==> src/rtl/router_pkg.sv <==
// Shared router constants, output-FSM state encoding and the round-robin pick helper.
package router_pkg;

    localparam int NUM_PORTS = 4;
    localparam int PORT_W    = 2;
    localparam int FLIT_W    = 32;

    typedef logic [FLIT_W-1:0] flit_t;

    typedef enum logic [1:0] {
        O_IDLE  = 2'd0,
        O_SETUP = 2'd1,
        O_WAIT  = 2'd2
    } out_state_t;

    // Returns {found, index}: the first pending port after 'last', wrapping mod NUM_PORTS.
    // Walking k downwards lets the nearest candidate overwrite farther ones.
    function automatic logic [PORT_W:0] rr_pick(input logic [PORT_W-1:0] last,
                                                input logic [NUM_PORTS-1:0] pend);
        logic [PORT_W:0]   res;
        logic [PORT_W-1:0] idx;
        res = '0;
        for (int k = NUM_PORTS; k >= 1; k--) begin
            idx = last + k[PORT_W-1:0];
            if (pend[idx]) begin
                res = {1'b1, idx};
            end
        end
        return res;
    endfunction

endpackage

==> src/rtl/sync_ff.sv <==
// Multi-flop synchroniser for a single asynchronous 2-phase control wire.
module sync_ff #(
    parameter int STAGES = 2
) (
    input  logic clk,
    input  logic rst,
    input  logic d,
    output logic q
);

    logic [STAGES-1:0] sync_reg;

    always_ff @(posedge clk or negedge rst) begin
        if (!rst) begin
            sync_reg <= '0;
        end else begin
            sync_reg <= {sync_reg[STAGES-2:0], d};
        end
    end

    assign q = sync_reg[STAGES-1];

endmodule

==> src/rtl/output4to1_arb.sv <==
// Round-robin 4-to-1 merge of 2-phase bundled-data channels into one clocked,
// FIFO-buffered 2-phase output channel.
module output4to1_arb
    import router_pkg::*;
#(
    parameter int n           = 32,
    parameter int DEPTH       = 2,
    parameter int SYNC_STAGES = 2
) (
    input  logic                             clk,
    input  logic                             rst,
    input  logic [NUM_PORTS-1:0]             in_req,
    output logic [NUM_PORTS-1:0]             in_ack,
    input  logic [NUM_PORTS-1:0][n-1:0]      in_data,
    output logic                             out_req,
    input  logic                             out_ack,
    output logic [n-1:0]                     out_data,
    output logic [PORT_W-1:0]                out_src,
    output logic                             busy
);

    localparam int AW = $clog2(DEPTH);
    localparam logic [AW:0] PTR_ONE = 1;

    typedef struct packed {
        logic [PORT_W-1:0] src;
        logic [n-1:0]      data;
    } entry_t;

    logic [NUM_PORTS-1:0] req_s;
    logic                 ack_s;
    logic [NUM_PORTS-1:0] pend;
    logic [NUM_PORTS-1:0] in_ack_reg;
    logic [PORT_W-1:0]    rr_ptr_reg;
    logic [AW:0]          wr_ptr_reg;
    logic [AW:0]          rd_ptr_reg;
    entry_t               fifo_mem [DEPTH];
    entry_t               head;
    logic                 full;
    logic                 empty;
    logic [PORT_W:0]      pick;
    logic                 grant;
    logic [PORT_W-1:0]    grant_idx;

    out_state_t           state_reg;
    out_state_t           state_next;
    logic                 pop;
    logic                 toggle_req;
    logic                 out_req_reg;
    logic [n-1:0]         out_data_reg;
    logic [PORT_W-1:0]    out_src_reg;

    generate
        for (genvar gi = 0; gi < NUM_PORTS; gi++) begin : g_req_sync
            sync_ff #(.STAGES(SYNC_STAGES)) u_req_sync (
                .clk (clk),
                .rst (rst),
                .d   (in_req[gi]),
                .q   (req_s[gi])
            );
        end
    endgenerate

    sync_ff #(.STAGES(SYNC_STAGES)) u_ack_sync (
        .clk (clk),
        .rst (rst),
        .d   (out_ack),
        .q   (ack_s)
    );

    assign pend      = req_s ^ in_ack_reg;
    assign empty     = (wr_ptr_reg == rd_ptr_reg);
    assign full      = (wr_ptr_reg[AW] != rd_ptr_reg[AW]) &&
                       (wr_ptr_reg[AW-1:0] == rd_ptr_reg[AW-1:0]);
    assign pick      = rr_pick(rr_ptr_reg, pend);
    assign grant     = pick[PORT_W] && !full;
    assign grant_idx = pick[PORT_W-1:0];
    assign head      = fifo_mem[rd_ptr_reg[AW-1:0]];

    // Arbiter and FIFO pointers; full is evaluated before the edge, so a pop
    // in the same cycle does not enable a grant until the next one.
    always_ff @(posedge clk or negedge rst) begin
        if (!rst) begin
            in_ack_reg <= '0;
            rr_ptr_reg <= PORT_W'(NUM_PORTS - 1);
            wr_ptr_reg <= '0;
            rd_ptr_reg <= '0;
        end else begin
            if (grant) begin
                in_ack_reg[grant_idx] <= ~in_ack_reg[grant_idx];
                rr_ptr_reg            <= grant_idx;
                wr_ptr_reg            <= wr_ptr_reg + PTR_ONE;
            end
            if (pop) begin
                rd_ptr_reg <= rd_ptr_reg + PTR_ONE;
            end
        end
    end

    always_ff @(posedge clk) begin
        if (grant) begin
            fifo_mem[wr_ptr_reg[AW-1:0]] <= '{src: grant_idx, data: in_data[grant_idx]};
        end
    end

    always_comb begin
        state_next = state_reg;
        pop        = 1'b0;
        toggle_req = 1'b0;
        case (state_reg)
            O_IDLE: begin
                if (!empty) begin
                    pop        = 1'b1;
                    state_next = O_SETUP;
                end
            end
            O_SETUP: begin
                toggle_req = 1'b1;
                state_next = O_WAIT;
            end
            O_WAIT: begin
                if (ack_s == out_req_reg) begin
                    state_next = O_IDLE;
                end
            end
            default: state_next = O_IDLE;
        endcase
    end

    always_ff @(posedge clk or negedge rst) begin
        if (!rst) begin
            state_reg    <= O_IDLE;
            out_req_reg  <= 1'b0;
            out_data_reg <= '0;
            out_src_reg  <= '0;
        end else begin
            state_reg <= state_next;
            if (pop) begin
                out_data_reg <= head.data;
                out_src_reg  <= head.src;
            end
            if (toggle_req) begin
                out_req_reg <= ~out_req_reg;
            end
        end
    end

    assign in_ack   = in_ack_reg;
    assign out_req  = out_req_reg;
    assign out_data = out_data_reg;
    assign out_src  = out_src_reg;
    assign busy     = !empty || (state_reg != O_IDLE);

endmodule

==> config.mk <==
export PLATFORM = sky130hd
export DESIGN_NAME = output4to1_arb
export DESIGN_NICKNAME = d
export VERILOG_FILES = /design/src/rtl/router_pkg.sv /design/src/rtl/sync_ff.sv /design/src/rtl/output4to1_arb.sv
export SDC_FILE = /design/constraint.sdc
export NUM_CORES = 1
export LEC_CHECK = 0
export ABC_CLOCK_PERIOD_IN_PS = 4000
export CORE_ASPECT_RATIO = 2
export CORE_MARGIN = 8
export CORE_UTILIZATION = 45
export DETAILED_ROUTE_END_ITERATION = 10
export DONT_BUFFER_PORTS = 1
export GPL_TIMING_DRIVEN = 0
export SLEW_MARGIN = 20
export SYNTH_ARGS = -nofsm -noshare
export SYNTH_HDL_FRONTEND = slang
export SYNTH_SLANG_ARGS = --single-unit
==> constraint.sdc <==
create_clock -name clk -period 4 [get_ports clk]
set_clock_uncertainty 0.15 [all_clocks]
set_input_delay 0.8 -clock clk [delete_from_list [all_inputs] [get_ports clk]]
set_output_delay 0.8 -clock clk [all_outputs]
set_load 0.02 [all_outputs]
==> results of run 1 <==
-- through the flow --
stage	utilization	cells	total power (uW)	hold slack, ps
detailed placement	0.479	547	6480	186
CTS	0.531	580	8050	63.8
finish	0.531	580	7900	80.8
global route	0.531	580	8410	63.7
global placement	0.474	545	6250	183
floorplan	-	398	5390	181
-- power by group through the flow --
stage          logic, uW  registers [uW]  clock network, uW
6_report            3400            2970               1530
2_1_floorplan       2490            2900                  0
5_1_grt             3760            3040               1610
3_5_place_dp        3470            3000                  0
3_3_place_gp        3230            3020                  0
4_1_cts             3510            2980               1560
-- layer usage --
layer / vias up / part of all wire / GRT usage
li1: 1496 / - / -
met3: 18 / 0.065 / 0.0529
met1: 1582 / 0.35 / 0.167
met2: 115 / 0.56 / 0.311
met5: - / 0 / 0
met4: 0 / 0.021 / 0.0787
-- logic make-up after synthesis --
family,after synthesis,synth area share
AO/OA/AOI/OAI,45,0.0439
XOR/XNOR,18,0.0297
buffers and inverters,28,0.0270
flip-flops,125,0.624
multiplexers,130,0.234
AND/OR/NAND/NOR,52,0.0414
-- area by class of cell --
type	instances	area, um2	share of cell area
buffer	23	131	0.0204
clock buffer	22	505	0.0785
clock inverter	10	100	0.0155
inverter	5	18.8	0.00291
multi-input combinational	245	1960	0.304
sequential	125	3470	0.539
tap	147	184	0.0286
timing repair buffer	3	75.1	0.0117
-- how the worst max path moves through the flow --
stage / from / to / cells past startpoint
after detailed placement: in_ack[1] / fifo_mem[0][20] / 6
after global routing: in_ack[1] / fifo_mem[0][27] / 7
after CTS: in_ack[1] / fifo_mem[1][20] / 6
after global placement: in_ack[2] / fifo_mem[1][15] / 4
final: in_ack[1] / fifo_mem[1][31] / 6
after floorplan: in_ack[2] / fifo_mem[1][0] / 4
-- cell usage in the layout (no fill, tap or decap), types with 3 or more instances in the layout --
cell / instances
buf_4: 9
inv_1: 5
xor2_1: 9
buf_2: 3
edfxtp_1: 68
nor2_1: 4
dfrtp_1: 55
buf_1: 3
mux2i_1: 130
clkbuf_16: 18
nand2_1: 37
clkbuf_1: 7
xnor2_1: 8
o21ai_0: 36
clkbuf_8: 4
clkinv_4: 4
==> results.md, run 1 <==
* Switching share of power at 0.403
* Worst-path clk slew at 60 ps
* # setup viols final at 0
* IO buf count at 0
* Clk pwr share at 0.194
* Final wirelength at 13400 um
* Post-DP Area at 5810 um2
* R2R Path End: fifo_mem[1][31]
* R2R cell count at 6
* Number of setup buffers added after CTS at 0
* GP Congestion at 0.765
* Clock buffer count from CTS at 17
* CP startpoint kind: flip-flop
* Relative slew slack at 0.380
* Clock buffer depth at 2
* Initial antenna violation count at 0
* Setup TNS at 0 ps
* DIE WIDTH at 94.6 um
* Post-route cell area at 6440 um2
* Post-synth top area share at 0.367
* RSZ-0062 raised after global routing: false
* Synth Register Bits at 125
* PwrDens at 1230 nW/um2
* Drt via density at 5.54
* Switch Pwr at 3180 uW
* Worst Path Arrival at 2650 ps
* Die height at 173 um
* Worst VDD drop at 0.701 mV
* Warnings from Yosys at 0
* Core Area at 12100 um2
* Share of flip-flops with an asynchronous set or reset at 0.456
* Library cells used by synthesis at 29
* Post-CTS resize count at 0
* Crit-path max cell delay at 500 ps
* Setup slack, reg-to-reg at 1390 ps
* Crit path cell chain: xnor2_2 -> o221ai_1 -> a21oi_1 -> buf_2 -> buf_4 -> mux2i_1
* Top cells by count, synth: 130 x mux2i_1, 68 x edfxtp_1, 55 x dfrtp_1
* Via Count at 3211
* Die area at 16400 um2
* Fraction of layout cells with a size suffix above 1 at 0.132
* Post-Syn Area at 5560 um2
* Largest register FFs at 68
* Worst Path Required at 4040 ps
* Critical Path End Type: flip-flop
* Number of flops mapped to enable cells by yosys at 68
* Main flop type after synthesis: edfxtp_1
* Comb power frac at 0.431
* First-pass GRT wire length at 20700 um
* Residual DRC at 0
* Total grt overflow at 0
* Clock Root Buffer: clkbuf_16
* Top cells by area, synth: edfxtp_1 37%, dfrtp_1 25%, mux2i_1 23%, o21ai_0 3.2%, nand2_1 2.5%
* Slew @ Worst Pin at 930 ps
* Critical Path Fanout Max at 10
* Period utilization at 0.652
* Worst setup margin at 1390 ps
* Clock Latency Late Sink at 410 ps
* # fillers at 1035
* Vias in the first global route at 3790
* Reg2Reg Launch Point: in_ack[1]
* Routed wire per std cell at 23.2 um
* # rows at 57
* Worst Hold Class: input port to asynchronous set/reset pin
* GRT Util Overall at 0.171
* DR iter-0 viols at 91
* Post-synthesis sequential area ratio at 0.624
* Status: finished, final reports clean
* Hold Vio Cnt, Final at 0
* Net count after synthesis at 533
* Starting Density at 0.459
* Sequential share of power at 0.375
* CP max stage cell: dfrtp_1
* Clock Sinks at 125
* Max Clk Rate at 384 MHz
* Fin crit period at 2610 ps
* Max_cap viols at 0
* Nets at 555
* Diodes inserted at 0
* ANT nets after route at 0
* Io pins at 175
* Dpl hpwl at 9560 um
* Lkg Pwr at 0.00276 uW
* Worst slack at placement at 1360 ps
* Internal power at 4720 uW
* CTS tree: yes
* Cells after Synth at 398
* Max-slew violations at 0
* Largest net degree at the start of global routing at 56
* Area leader, netlist: edfxtp_1
* Synth Area per Inst at 14.0 um2
* CP bufs+invs at 2
* Crit Path Class: flip-flop to flip-flop
* CP top delay family: buffers and inverters
* H-tree Lvls at 4
* Cts hold-fix bufs at 1
* Most frequent cell after synthesis: mux2i_1
* Synthesis-to-finish area growth at 15.8%
* Drt first pass iters at 4
(Power assumes the default switching activity.)
==> inputs of run 2 (changes only) <==
ABC_CLOCK_PERIOD_IN_PS = 2600   (was 4000)
clock period = 2.6 ns   (was 4 ns; I/O delays follow)
==> run 2 against run 1 <==
  * Combinational power increased by 60%
  * Clock power increased by 39%
  * Utilization increased by 0.66 points
  * Routed wire length down 0.72%
  * Largest power group unchanged
  * Highest routed layer unchanged
==> results.md, run 2 (same netlist as run 1, synthesis figures left out) <==
* Status: finished, final reports clean
* Clock Root Buffer: clkbuf_16
* Drt first pass iters at 4
* Initial antenna violation count at 0
* Critical Path Most Common Cell: buf_4
* Largest register FFs at 68
* CP top delay family: flip-flops
* DIE WIDTH at 94.6 um
* GR Util met3 at 0.0603
* Nets at 564
* CP bufs+invs at 2
* IO buf count at 0
* Diodes inserted at 0
* GRT Util Overall at 0.170
* Busiest layer in global routing: met2
* Critical Path Fanout Max at 10
* Hold Vio Cnt, Final at 0
* ANT nets after route at 0
* RSZ-0062 raised after global routing: false
* Most frequent cells in the layout: 130 x mux2i_1, 68 x edfxtp_1, 54 x dfrtp_1
* CP startpoint kind: flip-flop
* Final wirelength at 13400 um
* Worst VDD drop at 0.964 mV
* GP Congestion at 0.743
* Clock buffer count from CTS at 17
* First-pass GRT wire length at 20500 um
* Die height at 173 um
* Core Area at 12100 um2
* # rows at 57
* Worst-path clk slew at 60 ps
* Clock Latency Late Sink at 410 ps
* Max-slew violations at 0
* Slew @ Worst Pin at 939 ps
* Largest net degree at the start of global routing at 58
* Synthesis-to-finish area growth at 17.3%
* Worst Path Required at 2660 ps
* Setup TNS at 0 ps
* Lkg Pwr at 0.00277 uW
* HP Start: u_ack_sync.sync_reg[0]
* Total grt overflow at 0
* Max_cap viols at 0
* Die area at 16400 um2
* M2 GR Usage at 0.314
* Max Clk Rate at 415 MHz
* Via Count at 3268
* Critical path origin: in_ack[0]
* Drt via density at 5.55
* PwrDens at 1860 nW/um2
* Residual DRC at 0
* Period utilization at 0.927
* Post-Place Cells at 547
* Post-DP Area at 5820 um2
* Crit Path Class: flip-flop to flip-flop
* Crit-path max cell delay at 580 ps
* Io pins at 175
* Grt met1 use at 0.158
* DR iter-0 viols at 85
* CTS tree: yes
* Crit path cell chain: xor2_1 -> o221ai_1 -> a21oi_1 -> buf_4 -> buf_4 -> mux2i_1
* Reg2Reg Launch Point: in_ack[0]
* Worst Hold Class: flip-flop to flip-flop
* Clock buffer depth at 2
* Post-route insts no fill at 589
* Worst Path Arrival at 2470 ps
* Starting Density at 0.459
* Relative slew slack at 0.374
* Critical Path End Type: flip-flop
* Post-route cell area at 6520 um2
* Routed wire per std cell at 22.7 um
* Most common cell after layout, fill and taps aside: mux2i_1
* # fillers at 1044
* # setup viols final at 0
* CP max stage cell: dfrtp_1
* H-tree Lvls at 4
* Dpl hpwl at 9800 um
* Fraction of layout cells with a size suffix above 1 at 0.133
* Fin crit period at 2410 ps
* Vias in the first global route at 3839
* Clock Sinks at 125
run 2: cell count changes in the layout (fill, tap and decap cells not counted), moves of 2 or more:
cell and change:
dlygate4sd3_1 +6, clkinvlp_4 +5, clkbuf_8 -4, clkbuf_1 +3
clkinv_2 +3, clkinv_4 -3, inv_4 -2, inv_6 -2
run 2: repair_timing:
item                                    in CTS  in global routing
endpoints found under the setup margin      12                 82
hold endpoints to repair                    62                  0
setup buffers                                0                  3
pin swaps                                    0                  3
gates resized for setup                      1                  5
hold buffers                                 7                  0
run 2: worst paths after layout:
path / end / slack [ps] / cells after the start
setup / recovery: fifo_mem[0][29] / 190 / 6
hold / removal: u_ack_sync.sync_reg[1] / 190 / 0
setup reg to reg: fifo_mem[0][29] / 190 / 6
hold reg to reg: u_ack_sync.sync_reg[1] / 190 / 0
max in group asynchronous: rr_ptr_reg[1] / 1510 / 2
min in group asynchronous: out_data[11] / 490 / 2
run 2: where the power goes:
part / internal (uW) / switching [uW] / total, uW
logic: 2270 / 3160 / 5430
registers: 3700 / 876 / 4580
clock network: 1300 / 828 / 2130
total: 7270 / 4870 / 12100
run 2: layout make-up:
class                           count  area, um2  area share
Sequential cell                   125       3470       0.532
Multi-Input combinational cell    245       1980       0.304
Clock buffer                       20        437      0.0670
Timing Repair Buffer               12        190      0.0292
Tap cell                          147        184      0.0282
Buffer                             23        138      0.0211
Clock inverter                     12        100      0.0153
Inverter                            5       18.8     0.00288
run 2: routing by layer:
layer,up-vias,part of all wire
met5,-,0
met4,0,0.017
met3,14,0.069
met2,113,0.58
met1,1631,0.34
li1,1510,-
run 2: metrics by stage:
stage	hold WS (ps)	util	setup slack [ps]	power [uW]
2_1_floorplan	74.4	-	10.4	8280
3_3_place_gp	76.5	0.474	-759	9570
3_5_place_dp	76.8	0.480	-56.9	9980
4_1_cts	194	0.531	27.0	12200
5_1_grt	194	0.538	19.6	12900
6_report	194	0.538	191	12100
